## config.mk

```make
export PLATFORM = sky130hd
export DESIGN_NAME = mb128_host
export DESIGN_NICKNAME = d
export VERILOG_FILES = /design/src/rtl/mb128_host.sv
export SDC_FILE = /design/constraint.sdc
export NUM_CORES = 1
export LEC_CHECK = 0
export CELL_PAD_IN_SITES_DETAIL_PLACEMENT = 2
export CELL_PAD_IN_SITES_GLOBAL_PLACEMENT = 2
export CORE_ASPECT_RATIO = 1.4
export CORE_MARGIN = 10
export CORE_UTILIZATION = 35
export CTS_CLUSTER_DIAMETER = 200
export DETAILED_ROUTE_END_ITERATION = 10
export DONT_BUFFER_PORTS = 1
export PLACE_DENSITY = 0.81
export SETUP_SLACK_MARGIN = 0.15
export SYNTH_ARGS = -nofsm -noshare
export SYNTH_HDL_FRONTEND = slang
export SYNTH_SLANG_ARGS = --single-unit
```

## constraint.sdc

```tcl
create_clock -name clk_sys -period 4.8 [get_ports clk_sys]
set_input_delay 0.24 -clock clk_sys [delete_from_list [all_inputs] [get_ports clk_sys]]
set_output_delay 0.24 -clock clk_sys [all_outputs]
set_load 0.005 [all_outputs]
```

## src/rtl/mb128_host.sv

```systemverilog
// mb128_host: MB128 / Save-kun host initiator driving CLR/SEL and sampling the nibble.
// Optional: define MB128_HOST_IDENT_EN to abort a command when the ident bit is absent.
module mb128_host #(
  parameter int HALF_DIV = 8
) (
  input  logic        clk_sys,
  input  logic        reset_n,
  input  logic        cmd_valid,
  output logic        cmd_ready,
  input  logic        cmd_write,
  input  logic [9:0]  cmd_addr,
  input  logic [19:0] cmd_len,
  input  logic        wr_bit,
  input  logic        wr_valid,
  output logic        wr_ready,
  output logic        rd_bit,
  output logic        rd_valid,
  output logic        done,
  output logic        ident_ok,
  output logic        busy,
  output logic        o_Clr,
  output logic        o_Sel,
  input  logic [3:0]  i_Data
);

  localparam int HW = $clog2(HALF_DIV);
  localparam logic [HW-1:0] H_LAST = HW'(HALF_DIV - 1);
  localparam logic [7:0] SYNC_BYTE = 8'hA8;

  typedef enum logic [3:0] {
    S_IDLE, S_SYNC, S_ID1, S_ID2, S_REQ,
    S_ADDR, S_LEN, S_DATA, S_TRAIL
  } state_t;

  state_t state, state_n;

  logic [HW-1:0] hcnt;
  logic          phase;
  logic [19:0]   scnt;
  logic          wgot;
  logic          wbit;
  logic          wr_q;
  logic [9:0]    addr_q;
  logic [19:0]   len_q;

  logic accept;
  logic slot_end;
  logic wr_slot;
  logic stall;
  logic unused_nibble;

  assign unused_nibble = ^{i_Data[3], i_Data[1]};

  assign accept   = cmd_valid & (state == S_IDLE);
  assign slot_end = (state != S_IDLE) & phase & (hcnt == H_LAST);
  assign wr_slot  = (state == S_DATA) & wr_q & ~phase
                  & (hcnt == '0) & ~wgot;
  assign stall    = wr_slot & ~wr_valid;

  // State register
  always_ff @(posedge clk_sys or negedge reset_n) begin
    if (!reset_n) state <= S_IDLE;
    else          state <= state_n;
  end

  // Next state: advance when the last slot of a field ends
  always_comb begin
    state_n = state;
    unique case (state)
      S_IDLE:  if (cmd_valid) state_n = S_SYNC;
      S_SYNC:  if (slot_end && scnt == 20'd7) state_n = S_ID1;
      S_ID1:   if (slot_end) state_n = S_ID2;
      S_ID2:   if (slot_end) begin
`ifdef MB128_HOST_IDENT_EN
        state_n = i_Data[2] ? S_REQ : S_IDLE;
`else
        state_n = S_REQ;
`endif
      end
      S_REQ:   if (slot_end) state_n = S_ADDR;
      S_ADDR:  if (slot_end && scnt == 20'd9) state_n = S_LEN;
      S_LEN:   if (slot_end && scnt == 20'd19)
        state_n = (len_q == 20'd0) ? S_TRAIL : S_DATA;
      S_DATA:  if (slot_end && scnt == len_q - 20'd1)
        state_n = S_TRAIL;
      S_TRAIL: if (slot_end && scnt == (wr_q ? 20'd4 : 20'd2))
        state_n = S_IDLE;
      default: state_n = S_IDLE;
    endcase
  end

  // Outputs: pin levels and handshake decoded from state and counters
  always_comb begin
    busy      = (state != S_IDLE);
    cmd_ready = ~busy;
    o_Clr     = busy & phase;
    wr_ready  = wr_slot & wr_valid;
    o_Sel     = 1'b0;
    unique case (state)
      S_SYNC:  o_Sel = SYNC_BYTE[scnt[2:0]];
      S_ID2:   o_Sel = 1'b1;
      S_REQ:   o_Sel = ~wr_q;
      S_ADDR:  o_Sel = addr_q[scnt[3:0]];
      S_LEN:   o_Sel = len_q[scnt[4:0]];
      S_DATA:  o_Sel = wr_q & (wgot ? wbit : (wr_valid & wr_bit));
      default: o_Sel = 1'b0;
    endcase
  end

  // Slot timing: half-period counter, phase, slot index within a field
  always_ff @(posedge clk_sys or negedge reset_n) begin
    if (!reset_n) begin
      hcnt  <= '0;
      phase <= 1'b0;
      scnt  <= '0;
      wgot  <= 1'b0;
    end else if (state == S_IDLE) begin
      hcnt  <= '0;
      phase <= 1'b0;
      scnt  <= '0;
      wgot  <= 1'b0;
    end else if (stall) begin
      hcnt  <= hcnt;
    end else if (slot_end) begin
      hcnt  <= '0;
      phase <= 1'b0;
      wgot  <= 1'b0;
      scnt  <= (state_n == state) ? scnt + 20'd1 : 20'd0;
    end else begin
      wgot  <= wgot | wr_ready;
      if (hcnt == H_LAST) begin
        hcnt  <= '0;
        phase <= 1'b1;
      end else begin
        hcnt  <= hcnt + 1'b1;
      end
    end
  end

  // Command fields and the write bit held for the current slot
  always_ff @(posedge clk_sys or negedge reset_n) begin
    if (!reset_n) begin
      wr_q   <= 1'b0;
      addr_q <= '0;
      len_q  <= '0;
      wbit   <= 1'b0;
    end else begin
      if (accept) begin
        wr_q   <= cmd_write;
        addr_q <= cmd_addr;
        len_q  <= cmd_len;
      end
      if (wr_ready) wbit <= wr_bit;
    end
  end

  // Registered status: read strobe, ident result, end-of-command pulse
  always_ff @(posedge clk_sys or negedge reset_n) begin
    if (!reset_n) begin
      rd_bit   <= 1'b0;
      rd_valid <= 1'b0;
      ident_ok <= 1'b0;
      done     <= 1'b0;
    end else begin
      done     <= slot_end & (state_n == S_IDLE);
      rd_valid <= slot_end & (state == S_DATA) & ~wr_q;
      if (slot_end && state == S_DATA && !wr_q)
        rd_bit <= i_Data[0];
      if (accept)
        ident_ok <= 1'b0;
      else if (slot_end && state == S_ID2)
        ident_ok <= i_Data[2];
    end
  end

endmodule

```

# == Word level (Yosys, flattened, before mapping) ==
# Memory sizes are Yosys's and may differ from the RTL's.
# Index checks and enable logic that the tools add are counted.
# totals
mem_bits_ro,8
in_bits,40
latch_bits,0
mem_count,1
ff_bits,65
ramBits,0
word_cells,111
# op_classes
n_div,0
mul,0
n_eq_ne,16
shifts,0
bitwise_logic,20
muxes,36
magnitude_cmp,3
n_reduce_logical,19
add_sub_neg,3
# mem_list
name,depth,width,read_ports,rd_clocked_by_memory_dff,write_ports,line,text
(no name shown),8,1,1,0,0,100,S_SYNC: o_Sel = SYNC_BYTE[scnt[2:0]];
# op_table
op,count
two-way mux 20 bit,4
two-way mux 4 bit,10
case mux 4 bit (9 select lines),1
adder 20 x 1 -> 20 bit (second input constant),1
== test 20 bit,1
== test 20 x 3 -> 1 bit,1
== test 20 x 3 -> 1 bit (second input constant),1
== test 20 x 4 -> 1 bit (second input constant),1
== test 20 x 5 -> 1 bit (second input constant),1
logical NOT 20 bit,1
subtractor 20 x 1 -> 20 bit (second input constant),1
== test 4 x 3 -> 1 bit (second input constant),4
two-way mux 3 bit,5
bitwise AND 1 bit,14
two-way mux 1 bit,13
== test 4 x 2 -> 1 bit (second input constant),2
logical AND 1 bit,8
logical NOT 4 bit,2
less-than comparator 5 x 6 -> 1 bit (second input constant),1
case mux 1 bit (6 select lines),1
binary-select mux 1 bit (select 5 bit),1
less-than comparator 4 x 5 -> 1 bit (second input constant),1
NOT 1 bit,5
binary-select mux 1 bit (select 4 bit),1
other kinds (14),16

# == Longest topological paths before layout ==
# Gate-level depths: netlist (run 1).
# logic_depth
ltp_word,11
depth_mapped,13
ltp_nobuf,11

# == Least setup slack after synthesis (run 1) ==
# No wires, ideal clock.
# synth_timing
path_kind,register -> register
from,register len_q[8]
to,register done
setup_time_ns,0.096
path_buffers,1
path_slack_ns,1.815
t_required_ns,4.704
path_stages_with_launch,11
synth_period_minus_slack_ns,2.985
t_arrival_ns,2.889
path_cell_list,dfrtp_1 buf_6 or4_4 or3_4 nor2_1 mux2_2 a31oi_1 o2111ai_1 nor2b_1 a211o_1 nor4_2
# synth_between
elab_chain_len,7
elab_cells_between_ends,10
# synth_lines
element,line,text
from (decl),44,logic [19:0] len_q;
from (signal assigned),151,len_q <= cmd_len;
subtractor 20 x 1 -> 20 bit,84,S_DATA: if (slot_end && scnt == len_q - 20'd1)
== test 20 bit,84,
logical AND 1 bit,84,
two-way mux 4 bit,84,
case mux 4 bit (9 select lines) (*),69,unique case (state)
named net state_n[1],35,"state_t state, state_n;"
logical NOT 4 bit (*),165,done <= slot_end & (state_n == S_IDLE);
bitwise AND 1 bit (*),165,
to (signal assigned),165,
to (decl),18,"output logic done,"
# Mark *: on every way through the listed nets, which the timed path passes. The rest lies on a longest branch.
# A chain may end at the register's enable or synchronous reset.

# == Final worst setup path (run 1) ==
# layout_timing
from,register len_q[0]
to,register scnt[19]
# layout_between
elab_chain_len,10
elab_cells_between_ends,13
# layout_lines
element,line,text
subtractor 20 x 1 -> 20 bit,84,
== test 20 bit,84,
logical AND 1 bit,84,
two-way mux 4 bit,84,
case mux 4 bit (9 select lines) (*),69,
== test 4 bit (*),128,scnt <= (state_n == state) ? scnt + 20'd1 : 20'd0;
two-way mux 20 bit (*),128,
two-way mux 20 bit (*),124,end else if (slot_end) begin
two-way mux 20 bit (*),122,end else if (stall) begin
two-way mux 20 bit (*),117,end else if (state == S_IDLE) begin
to (signal assigned),128,
to (decl),39,logic [19:0] scnt;
# Mark *: on every way between the ends. The rest lies on a longest branch, timed or not. The select of a mux whose other input is x is not followed.

==> impl_results.md, run 1 <==
- Outcome: finished, final reports clean
- R2R cell count: 12
- TritonCTS Buffers: 9
- Final wirelength: 13400 µm
- HP Class: primary input to flip-flop
- Count of input and output buffers: 0
- Final Setup Violations: 0
- Slew HR: 0.296
- Dpl ws: 1.15 ns
- Final Net Count: 484
- Total grt overflow: 0
- RSZ-0062 raised after global routing: false
- First-pass DRT Iterations: 4
- Lkg Pwr: 2.00 nW
- Hold_ws: 0.0500 ns
- Most used DFF post-synth: dfrtp_1
- Top-level port count: 49
- GRT Overall Usage: 0.161
- Share of cells above drive strength 1: 0.176
- Max IR drop VDD: 0.000220 V
- CTS Sinks: 65
- Register area share after synthesis: 0.379
- Most common cell in the netlist: dfrtp_1
- Largest net degree at the start of global routing: 66
- Cell Pwr Density: 450 nW/µm²
- Starting Density: 0.359
- Hold Crit Endpoint: len_q[12]$_DFFE_PN0P_
- Vias in the first global route: 3951
- Vias per std cell: 5.91
- Ys async rst share: 1.00
- Critical-path cell list: inv_1 -> ha_1 -> or3b_1 -> o41ai_1 -> o21ai_0 -> a211oi_1 -> nor4_4 -> o2111ai_1 -> a21oi_2 -> buf_4 -> or3_1 -> o211ai_1
- WHS Path Cells: 1
- Synth cell types: 68
- CTS tree: done
- Worst-skew pair later-pin latency: 0.33 ns
- Initial antenna violation count: 0
- Setup TNS: 0 ns
- Required time worst endpoint: 5.05 ns
- Die W: 114 µm
- EDFF count, synth: 0
- Clk_skew: 0.00757 ns
- Crit. End Element: flip-flop
- Clk pin slew, worst setup/hold paths: 0.06 ns
- Die Height: 151 µm
- Area fraction of the dominant cell type after synthesis: 0.379
- R2R Setup Slk: 1.14 ns
- Hold Crit Start: cmd_len[12]
- Final Max Slew Viols: 0
- Dpl hpwl: 9840 µm
- Worst-case clock buffer depth: 2
- Setup slack after layout: 1.14 ns
- CP Max Fanout: 30
- Max Freq: 273 MHz
- Arrival time at the worst endpoint: 3.91 ns
- Worst-Margin Slew: 1.06 ns
- Max Cap Viol: 0
- Worst Path Buf+Inv: 2
- Top post-synthesis cells by area: dfrtp_1 (38%), mux2_2 (9.5%), mux4_2 (4.2%), nand2_1 (3.3%), xor2_1 (2.9%)
- Post-CTS setup buffers: 0
- Crit Reg-Reg Endpoint: scnt[19]$_DFFE_PN0P_
- Yosys Warn Count: 0
- Syn Std Cell Area: 4290 µm²
- Diodes inserted: 0
- Syn Inst Count: 443
- Synth Area per Inst: 9.68 µm²
- First-pass GRT wire length: 21900 µm
- Endpoints failing hold: 0
- Most frequent cells after synthesis: dfrtp_1 (65), nand2_1 (38), mux2_2 (36), nor2_1 (27), nand3_1 (21)
- Via count: 3487
- Fin crit share: 0.763
- Min Tclk post-route: 3.66 ns
- Slowest-stage cell, CP: a211oi_1
- Area Overhead vs Synth: 11.2%
- DRT iter0 DRCs: 100
- Routed length per instance: 22.7 µm
- Die area: 17100 µm²
- Row Count: 47
- H-tree levels: 3
- Cell family with most CP delay: compound AO/OA/AOI/OAI gates
- Finished Layout Cells: 590
- Leading area contributor after synthesis: dfrtp_1
- Kind of critical path: flip-flop to flip-flop
- GPL Wtd Cong: 0.837
- CTS root buf: clkbuf_16
- DRC viols: 0
- Core box area: 11900 µm²
- Startpoint type of the worst setup path: flip-flop
- FF+latch count, synth: 65
- Post-CTS Resized: 0
- Antenna viol nets, final: 0
- Net count after synthesis: 489
- Dpl cells: 571
- Slowest stage delay, CP: 0.57 ns
- Reg-to-Reg Start: len_q[0]$_DFFE_PN0P_
-- cells by family (layout without fill, tap and decap cells) --
family,after synthesis,in the layout,share of synthesized area
AND/OR/NAND/NOR,177,177,0.234
AO/OA/AOI/OAI,86,86,0.136
flip-flops,65,65,0.379
multiplexers,47,47,0.144
buffers and inverters,37,37,0.0382
XOR/XNOR,25,25,0.0511
adder cells (fa/ha/maj),6,6,0.0175
-- cell usage in the layout (no fill, tap or decap), types with 3 or more instances in the layout --
| cell | Yosys | final |
|---|---|---|
| a21o_1 | 7 | 7 |
| a21oi_1 | 14 | 13 |
| a31oi_1 | 5 | 5 |
| and2_1 | 3 | 3 |
| and3_1 | 9 | 9 |
| buf_4 | 1 | 6 |
| clkbuf_16 | 0 | 9 |
| dfrtp_1 | 65 | 65 |
| ha_1 | 6 | 6 |
| inv_1 | 11 | 11 |
| mux2_2 | 36 | 36 |
| mux2i_1 | 3 | 3 |
| mux4_2 | 8 | 8 |
| nand2_1 | 38 | 38 |
| nand2b_1 | 9 | 9 |
| nand3_1 | 21 | 21 |
| nand3b_1 | 4 | 4 |
| nand4_1 | 8 | 8 |
| nor2_1 | 27 | 27 |
| nor2b_1 | 5 | 5 |
| nor3_1 | 10 | 10 |
| nor3b_1 | 9 | 9 |
| nor4_1 | 9 | 9 |
| o211ai_1 | 4 | 4 |
| o21ai_0 | 17 | 17 |
| o21bai_1 | 9 | 9 |
| o31a_1 | 3 | 3 |
| or3_1 | 6 | 6 |
| xnor2_1 | 11 | 11 |
| xor2_1 | 14 | 14 |
-- registers in the layout (all words and copies together) (netlist names) --
register  cells
len_q        20
addr_q       10
phase         1
state         4
wgot          1
rd_valid      1
wr_q          1
hcnt          3
ident_ok      1
scnt         20
done          1
wbit          1
rd_bit        1
-- how the worst max path moves through the flow --
stage / depth (start not counted) / end / startpoint / slack [ns]
global route: 12 / scnt[11]$_DFFE_PN0P_ / state[2]$_DFF_PN0_ / 0.83
CTS: 12 / scnt[11]$_DFFE_PN0P_ / state[2]$_DFF_PN0_ / 1.13
detailed placement: 12 / scnt[7]$_DFFE_PN0P_ / state[2]$_DFF_PN0_ / 1.15
global placement: 12 / scnt[7]$_DFFE_PN0P_ / state[2]$_DFF_PN0_ / 1.22
finish: 12 / scnt[19]$_DFFE_PN0P_ / len_q[0]$_DFFE_PN0P_ / 1.14
floorplan: 10 / done$_DFF_PN0_ / len_q[8]$_DFFE_PN0P_ / 1.81
-- power breakdown --
group | internal, mW | switching (mW) | leakage [nW]
Clock | 0.454 | 0.257 | 0.155
Combinational | 0.302 | 0.282 | 1.01
Sequential | 0.666 | 0.185 | 0.828
Total | 1.42 | 0.724 | 2.00
-- routing by layer --
| metal | track usage | share of wire |
|---|---|---|
| met3 | 0.0289 | 0.034 |
| met5 | 0 | 0 |
| met1 | 0.183 | 0.40 |
| met4 | 0.0611 | 0.025 |
| met2 | 0.291 | 0.54 |
-- area by class of cell --
cell class	instances	area, µm²
Fill cell	1310	7170
Tap cell	147	184
Timing Repair Buffer	9	92.6
Clock buffer	9	225
Inverter	12	45.0
Multi-Input combinational cell	341	2500
Clock inverter	7	95.1
Sequential cell	65	1630
-- metrics by stage --
step,total power [mW],cell area (µm²),util
after floorplan,1.25,4290,-
after detailed placement,1.43,4400,0.369
final,2.15,4770,0.399
after CTS,2.18,4770,0.399
after global routing,2.29,4770,0.399
after global placement,1.38,4400,0.369
-- what timing repair did --
action / 4_1_cts / 5_1_grt
endpoints found under the hold margin: 66 / 0
endpoints found under the setup margin: 0 / 0
hold buffers: 3 / 0
(Power assumes the default switching activity.)
==> inputs of run 2 (changes only) <==
Settings changed: PLACE_DENSITY 0.81 to 0.84.
Clock period 4.8 ns to 3 ns, I/O delays scaled along.
==> run 2 against run 1 <==
The run now ends with setup timing left. Clock skew grew 0.00055 ns. Non-clock buffer count grew 86. Total power grew 78%. Wire length grew 26%. Sequential power grew 51%. Critical endpoint unchanged. Largest power group is now combinational logic. Highest routed layer unchanged.
==> impl_results.md, run 2 (synthesis results as in run 1) <==
- CP Max Fanout: 28 (was 30)
- Outcome: finished with violations (was finished, final reports clean)
- Final Net Count: 570 (was 484)
- Arrival time at the worst endpoint: 3.36 ns (was 3.91 ns)
- Met3 routed wirelength: 637 µm (was 452 µm)
- Dpl hpwl: 11200 µm (was 9840 µm)
- Net Sw Power: 1.32 mW (was 0.724 mW)
- Core box area: 11900 µm² (unchanged)
- Worst-case clock buffer depth: 2 (unchanged)
- Top sig layer: met4 (unchanged)
- Power Internal: 2.51 mW (was 1.42 mW)
- Biggest regs: len_q: 20 flops, scnt: 20 flops, addr_q: 10 flops (unchanged)
- DRC viols: 0 (unchanged)
- Commonest non-fill, non-tap cell in the layout: dfrtp_1 (unchanged)
- Max IR drop VDD: 0.000401 V (was 0.000220 V)
- R2R cell count: 10 (was 12)
- Hold Crit Endpoint: ident_ok$_DFFE_PN0P_ (was len_q[12]$_DFFE_PN0P_)
- RSZ-0062 raised after global routing: true (was false)
- Final Setup Violations: 18 (was 0)
- Total grt overflow: 0 (unchanged)
- Slew HR: 0.559 (was 0.296)
- Clk pin slew, worst setup/hold paths: 0.06 ns (about the same)
- Cell Pwr Density: 677 nW/µm² (was 450 nW/µm²)
- Met2 wire length: 9540 µm (was 7290 µm)
- First-pass GRT wire length: 26600 µm (was 21900 µm)
- Via count: 4029 (was 3487)
- Worst-skew pair later-pin latency: 0.34 ns (was 0.33 ns)
- GRT Overall Usage: 0.199 (was 0.161)
- Vias per std cell: 5.96 (was 5.91)
- Reg-to-Reg Start: len_q[7]$_DFFE_PN0P_ (was len_q[0]$_DFFE_PN0P_)
- Antenna viol nets, final: 0 (unchanged)
- Final wirelength: 16900 µm (was 13400 µm)
- Min Tclk post-route: 3.11 ns (was 3.66 ns)
- Routed length per instance: 25.0 µm (was 22.7 µm)
- Required time worst endpoint: 3.26 ns (was 5.05 ns)
- Most frequent cells in the layout: dfrtp_1 (61), buf_4 (57), nand2_1 (38) (was dfrtp_1 (65), nand2_1 (38), mux2_2 (36))
- CTS root buf: clkbuf_16 (unchanged)
- Top-level port count: 49 (unchanged)
- Max Cap Viol: 0 (unchanged)
- Share of cells above drive strength 1: 0.291 (was 0.176)
- Clk_skew: 0.00812 ns (was 0.00757 ns)
- R2R Setup Slk: -0.11 ns (was 1.14 ns)
- Kind of critical path: flip-flop to flip-flop (unchanged)
- Lkg Pwr: 2.44 nW (was 2.00 nW)
- Pwr Total: 3.83 mW (was 2.15 mW)
- CTS tree: done (unchanged)
- HP Class: primary input to flip-flop (unchanged)
- Area Overhead vs Synth: 32.1% (was 11.2%)
- Starting Density: 0.359 (unchanged)
- Crit. End Element: flip-flop (unchanged)
- Initial antenna violation count: 0 (unchanged)
- Die area: 17100 µm² (unchanged)
- H-tree levels: 3 (unchanged)
- Setup TNS: -0.951 ns (was 0 ns)
- Dpl cells: 615 (was 571)
- Setup slack after layout: -0.108 ns (was 1.14 ns)
- Final Max Slew Viols: 0 (unchanged)
- Dpl ws: -0.104 ns (was 1.15 ns)
- Switching share of power: 0.345 (was 0.337)
- Combinational share of power: 0.362 (was 0.272)
- Worst-Margin Slew: 0.656 ns (was 1.06 ns)
- Die Height: 151 µm (unchanged)
- WHS Path Cells: 2 (was 1)
- GPL Wtd Cong: 0.929 (was 0.837)
- Hold Crit Start: i_Data[2] (was cmd_len[12])
- Count of input and output buffers: 0 (unchanged)
- Largest net degree at the start of global routing: 66 (unchanged)
- Vias in the first global route: 4737 (was 3951)
- Startpoint type of the worst setup path: flip-flop (unchanged)
- Finished Layout Cells: 676 (was 590)
- First-pass DRT Iterations: 4 (unchanged)
- Row Count: 47 (unchanged)
- WL met1: 6080 µm (was 5320 µm)
- Endpoints failing hold: 0 (unchanged)
- Failing checks: setup timing
- Die W: 114 µm (unchanged)
- TritonCTS Buffers: 9 (unchanged)
- Fin crit share: 1.04 (was 0.763)
- Diodes inserted: 0 (unchanged)
- Sequential Power Share: 0.338 (was 0.397)
- Clock power share: 0.300 (was 0.331)
- CTS Sinks: 65 (unchanged)
- DRT iter0 DRCs: 198 (was 100)
- Crit Reg-Reg Endpoint: scnt[19]$_DFFE_PN0P_ (unchanged)
- Max Freq: 322 MHz (was 273 MHz)
run 2: cell count changes in the layout (fill, tap and decap cells not counted), moves of 4 or more:
cell and change:
o21ai_1 +7, dlygate4sd3_1 +33, dfrtp_2 +4, buf_4 +51, o21ai_0 -7, dfrtp_1 -4
run 2: area by class of cell:
type / count / area (µm²)
fillers: 1225 / 6270
flip-flops and latches: 65 / 1630
clock buffers: 9 / 225
well taps: 147 / 184
multi-input cells: 341 / 2650
clock inverters: 7 / 95.1
repair buffers: 95 / 837
inverters: 12 / 45.0
run 2: worst max path at each step:
| stage | startpoint | to | slack [ns] | cells past startpoint |
|---|---|---|---|---|
| after floorplan | len_q[8]$_DFFE_PN0P_ | done$_DFF_PN0_ | 0.08 | 10 |
| after global placement | len_q[7]$_DFFE_PN0P_ | done$_DFF_PN0_ | -0.04 | 9 |
| after detailed placement | len_q[7]$_DFFE_PN0P_ | scnt[19]$_DFFE_PN0P_ | -0.10 | 10 |
| after CTS | len_q[7]$_DFFE_PN0P_ | scnt[9]$_DFFE_PN0P_ | -0.1 | 10 |
| after global routing | len_q[7]$_DFFE_PN0P_ | scnt[19]$_DFFE_PN0P_ | -0.20 | 10 |
| final | len_q[7]$_DFFE_PN0P_ | scnt[19]$_DFFE_PN0P_ | -0.11 | 10 |
run 2: critical path, stage by stage (launching register included):
cell	delay [ns]
dfrtp_1	0.38
or4_4	0.55
or3_4	0.40
or3b_4	0.40
a32oi_2	0.22
o211ai_1	0.18
a21oi_1	0.19
a21oi_2	0.07
buf_12	0.18
or3_1	0.35
o211ai_1	0.10
run 2: power by group through the flow:
stage                     Sequential [mW]  Combinational [mW]  Clock (mW)
after global placement               1.28                1.11           0
after floorplan                      1.24               0.768           0
after detailed placement             1.31                1.18           0
final                                1.29                1.39        1.15
after CTS                            1.28                1.33        1.17
after global routing                 1.33                1.50        1.21
run 2: repair_timing:
action / CTS / global route
buffers inserted: 4 / 5
endpoints found under the setup margin: 23 / 26
pin swaps: 3 / 9
hold buffers: 36 / 0
hold endpoints to repair: 99 / 0
gates resized for setup: 12 / 19
run 2: per-layer routing:
layer,global-route usage,up-vias
li1,-,1806
met5,0,-
met4,0.0961,0
met2,0.381,101
met3,0.0392,40
met1,0.198,2082
run 2: stage by stage:
step | utilization | instance area [µm²] | hold WS [ns]
5_1_grt | 0.474 | 5660 | 0.0316
2_1_floorplan | - | 4320 | -0.146
6_report | 0.474 | 5660 | 0.0149
3_5_place_dp | 0.399 | 4770 | -0.142
3_3_place_gp | 0.399 | 4770 | -0.143
4_1_cts | 0.465 | 5550 | 0.00438
==> inputs of run 3 (changes only) <==
Settings changed: CORE_UTILIZATION 35 to 37, PLACE_DENSITY 0.84 to 0.88.
==> run 3 against run 2 <==
The flow still finishes with violations (setup timing). Die area decreased by 4.6%. Register-to-register slack worse by 0.11 ns. Wire length is 5.6% higher. Cell count unchanged. Largest power group unchanged.
==> impl_results.md, run 3 (synthesis results as in run 1) <==
- Kind of critical path: flip-flop to flip-flop (unchanged)
- Die W: 111 µm (was 114 µm)
- Biggest regs: len_q: 20 flops, scnt: 20 flops, addr_q: 10 flops (unchanged)
- RSZ-0062 raised after global routing: true (unchanged)
- Switching share of power: 0.349 (was 0.345)
- Clk pin slew, worst setup/hold paths: 0.06 ns (about the same)
- Pwr Total: 3.84 mW (was 3.83 mW)
- Top sig layer: met4 (unchanged)
- Dpl ws: -0.117 ns (was -0.104 ns)
- Core box area: 11300 µm² (was 11900 µm²)
- Row Count: 46 (was 47)
- Final Net Count: 573 (was 570)
- Count of input and output buffers: 0 (unchanged)
- Failing checks: setup timing (unchanged)
- CP Max Fanout: 29 (was 28)
- Dpl hpwl: 11300 µm (was 11200 µm)
- Max IR drop VDD: 0.000405 V (was 0.000401 V)
- Dpl cells: 617 (was 615)
- Combinational share of power: 0.365 (was 0.362)
- Slew HR: 0.649 (was 0.559)
- Net Sw Power: 1.34 mW (was 1.32 mW)
- First-pass DRT Iterations: 4 (unchanged)
- Max Cap Viol: 0 (unchanged)
- CTS tree: done (unchanged)
- Max Freq: 311 MHz (was 322 MHz)
- DRC viols: 0 (unchanged)
- Commonest non-fill, non-tap cell in the layout: dfrtp_1 (unchanged)
- Outcome: finished with violations (unchanged)
- Routed length per instance: 26.4 µm (was 25.0 µm)
- Power Internal: 2.50 mW (was 2.51 mW)
- Most frequent cells in the layout: dfrtp_1 (63), buf_4 (60), nand2_1 (38) (was dfrtp_1 (61), buf_4 (57), nand2_1 (38))
- Fillers: 1122 (was 1225)
- Starting Density: 0.378 (was 0.359)
- Fin crit share: 1.07 (was 1.04)
- WL met1: 6270 µm (was 6080 µm)
- Endpoints failing hold: 0 (unchanged)
- Initial antenna violation count: 0 (unchanged)
- Worst-case clock buffer depth: 2 (unchanged)
- Total grt overflow: 0 (unchanged)
- GRT Overall Usage: 0.211 (was 0.199)
- CTS Sinks: 65 (unchanged)
- Crit. End Element: flip-flop (unchanged)
- Worst-Margin Slew: 0.523 ns (was 0.656 ns)
- Largest net degree at the start of global routing: 66 (unchanged)
- Vias per std cell: 6.02 (was 5.96)
- Sequential Power Share: 0.339 (was 0.338)
- Die Height: 147 µm (was 151 µm)
- Vias in the first global route: 4887 (was 4737)
- Clk_skew: 0.00807 ns (was 0.00812 ns)
- Top-level port count: 49 (unchanged)
- Final wirelength: 17800 µm (was 16900 µm)
- Via count: 4067 (was 4029)
- Met2 wire length: 10100 µm (was 9540 µm)
- Finished Layout Cells: 676 (unchanged)
- Required time worst endpoint: 3.23 ns (was 3.26 ns)
- First-pass GRT wire length: 27300 µm (was 26600 µm)
- CTS root buf: clkbuf_16 (unchanged)
- Clock power share: 0.296 (was 0.300)
- Lkg Pwr: 2.44 nW (about the same)
- Arrival time at the worst endpoint: 3.44 ns (was 3.36 ns)
- Final Max Slew Viols: 0 (unchanged)
- Area Overhead vs Synth: 32.5% (was 32.1%)
- Met3 routed wirelength: 642 µm (was 637 µm)
- HP Class: primary input to flip-flop (unchanged)
- Final Setup Violations: 21 (was 18)
- Worst-skew pair later-pin latency: 0.34 ns (about the same)
- GPL Wtd Cong: 0.939 (was 0.929)
- Die area: 16400 µm² (was 17100 µm²)
- Antenna viol nets, final: 0 (unchanged)
- Cell Pwr Density: 676 nW/µm² (was 677 nW/µm²)
- Startpoint type of the worst setup path: flip-flop (unchanged)
- H-tree levels: 3 (unchanged)
- Share of cells above drive strength 1: 0.299 (was 0.291)
- Diodes inserted: 0 (unchanged)
- DRT iter0 DRCs: 301 (was 198)
- TritonCTS Buffers: 9 (unchanged)
- Min Tclk post-route: 3.22 ns (was 3.11 ns)
- Setup slack after layout: -0.217 ns (was -0.108 ns)
## run 3: power by group through the flow
| stage | Combinational [mW] | Clock, mW | Sequential, mW |
|---|---|---|---|
| final | 1.40 | 1.14 | 1.30 |
| after global routing | 1.52 | 1.19 | 1.33 |
| after CTS | 1.33 | 1.15 | 1.29 |
| after detailed placement | 1.21 | 0 | 1.30 |
| after global placement | 1.13 | 0 | 1.27 |
| after floorplan | 0.768 | 0 | 1.24 |
## run 3: repair_timing
item	in CTS	in global routing
buffers inserted	2	5
resized for setup	21	8
pin swaps	5	3
endpoints found under the setup margin	24	26
hold endpoints to repair	99	0
hold buffers	36	0
## run 3: per-stage QoR
step	setup TNS (ns)	cell area, µm²	hold WS (ns)	utilization
detailed placement	-1.14	4800	-0.142	0.423
global route	-4.73	5680	0.0343	0.501
finish	-2.88	5680	0.0138	0.501
global placement	-0.00144	4800	-0.141	0.423
CTS	-0.221	5600	0.0147	0.494
floorplan	0	4320	-0.146	-
## run 3: cell type report
cell class                 instances  area [µm²]  share of cell area
multi-input combinational        341        2660               0.468
sequential                        65        1630               0.287
timing repair buffer              98         860               0.151
clock buffer                      10         229              0.0403
tap                              144         180              0.0317
clock inverter                     6        82.6              0.0145
inverter                          12        45.0             0.00793
## run 3: worst paths after layout
check	end	slack (ns)	cells after the start	start
setup reg to reg	scnt[10]$_DFFE_PN0P_	-0.22	11	scnt[19]$_DFFE_PN0P_
hold reg to reg	addr_q[8]$_DFFE_PN0P_	0.52	1	addr_q[8]$_DFFE_PN0P_
min in group asynchronous	addr_q[7]$_DFFE_PN0P_	0.39	2	reset_n
setup / recovery	scnt[10]$_DFFE_PN0P_	-0.22	11	scnt[19]$_DFFE_PN0P_
hold / removal	ident_ok$_DFFE_PN0P_	0.01	2	i_Data[2]
max in group asynchronous	scnt[0]$_DFFE_PN0P_	2.33	2	reset_n
## run 3: critical path, stage by stage (launching register included)
cell and delay, ns:
dfrtp_1 0.46, nor4_1 0.47, nand2_1 0.23, nor4_2 0.33, buf_4 0.23, a21oi_1 0.12, o211ai_1 0.41, nor2_1 0.13
a21oi_2 0.21, buf_12 0.21, o21bai_1 0.10, a21o_1 0.20
## run 3: routing by layer
metal	GRT usage	vias to the layer above
met3	0.0391	47
met1	0.199	2098
met2	0.418	118
li1	-	1804
met5	0	-
met4	0.104	0
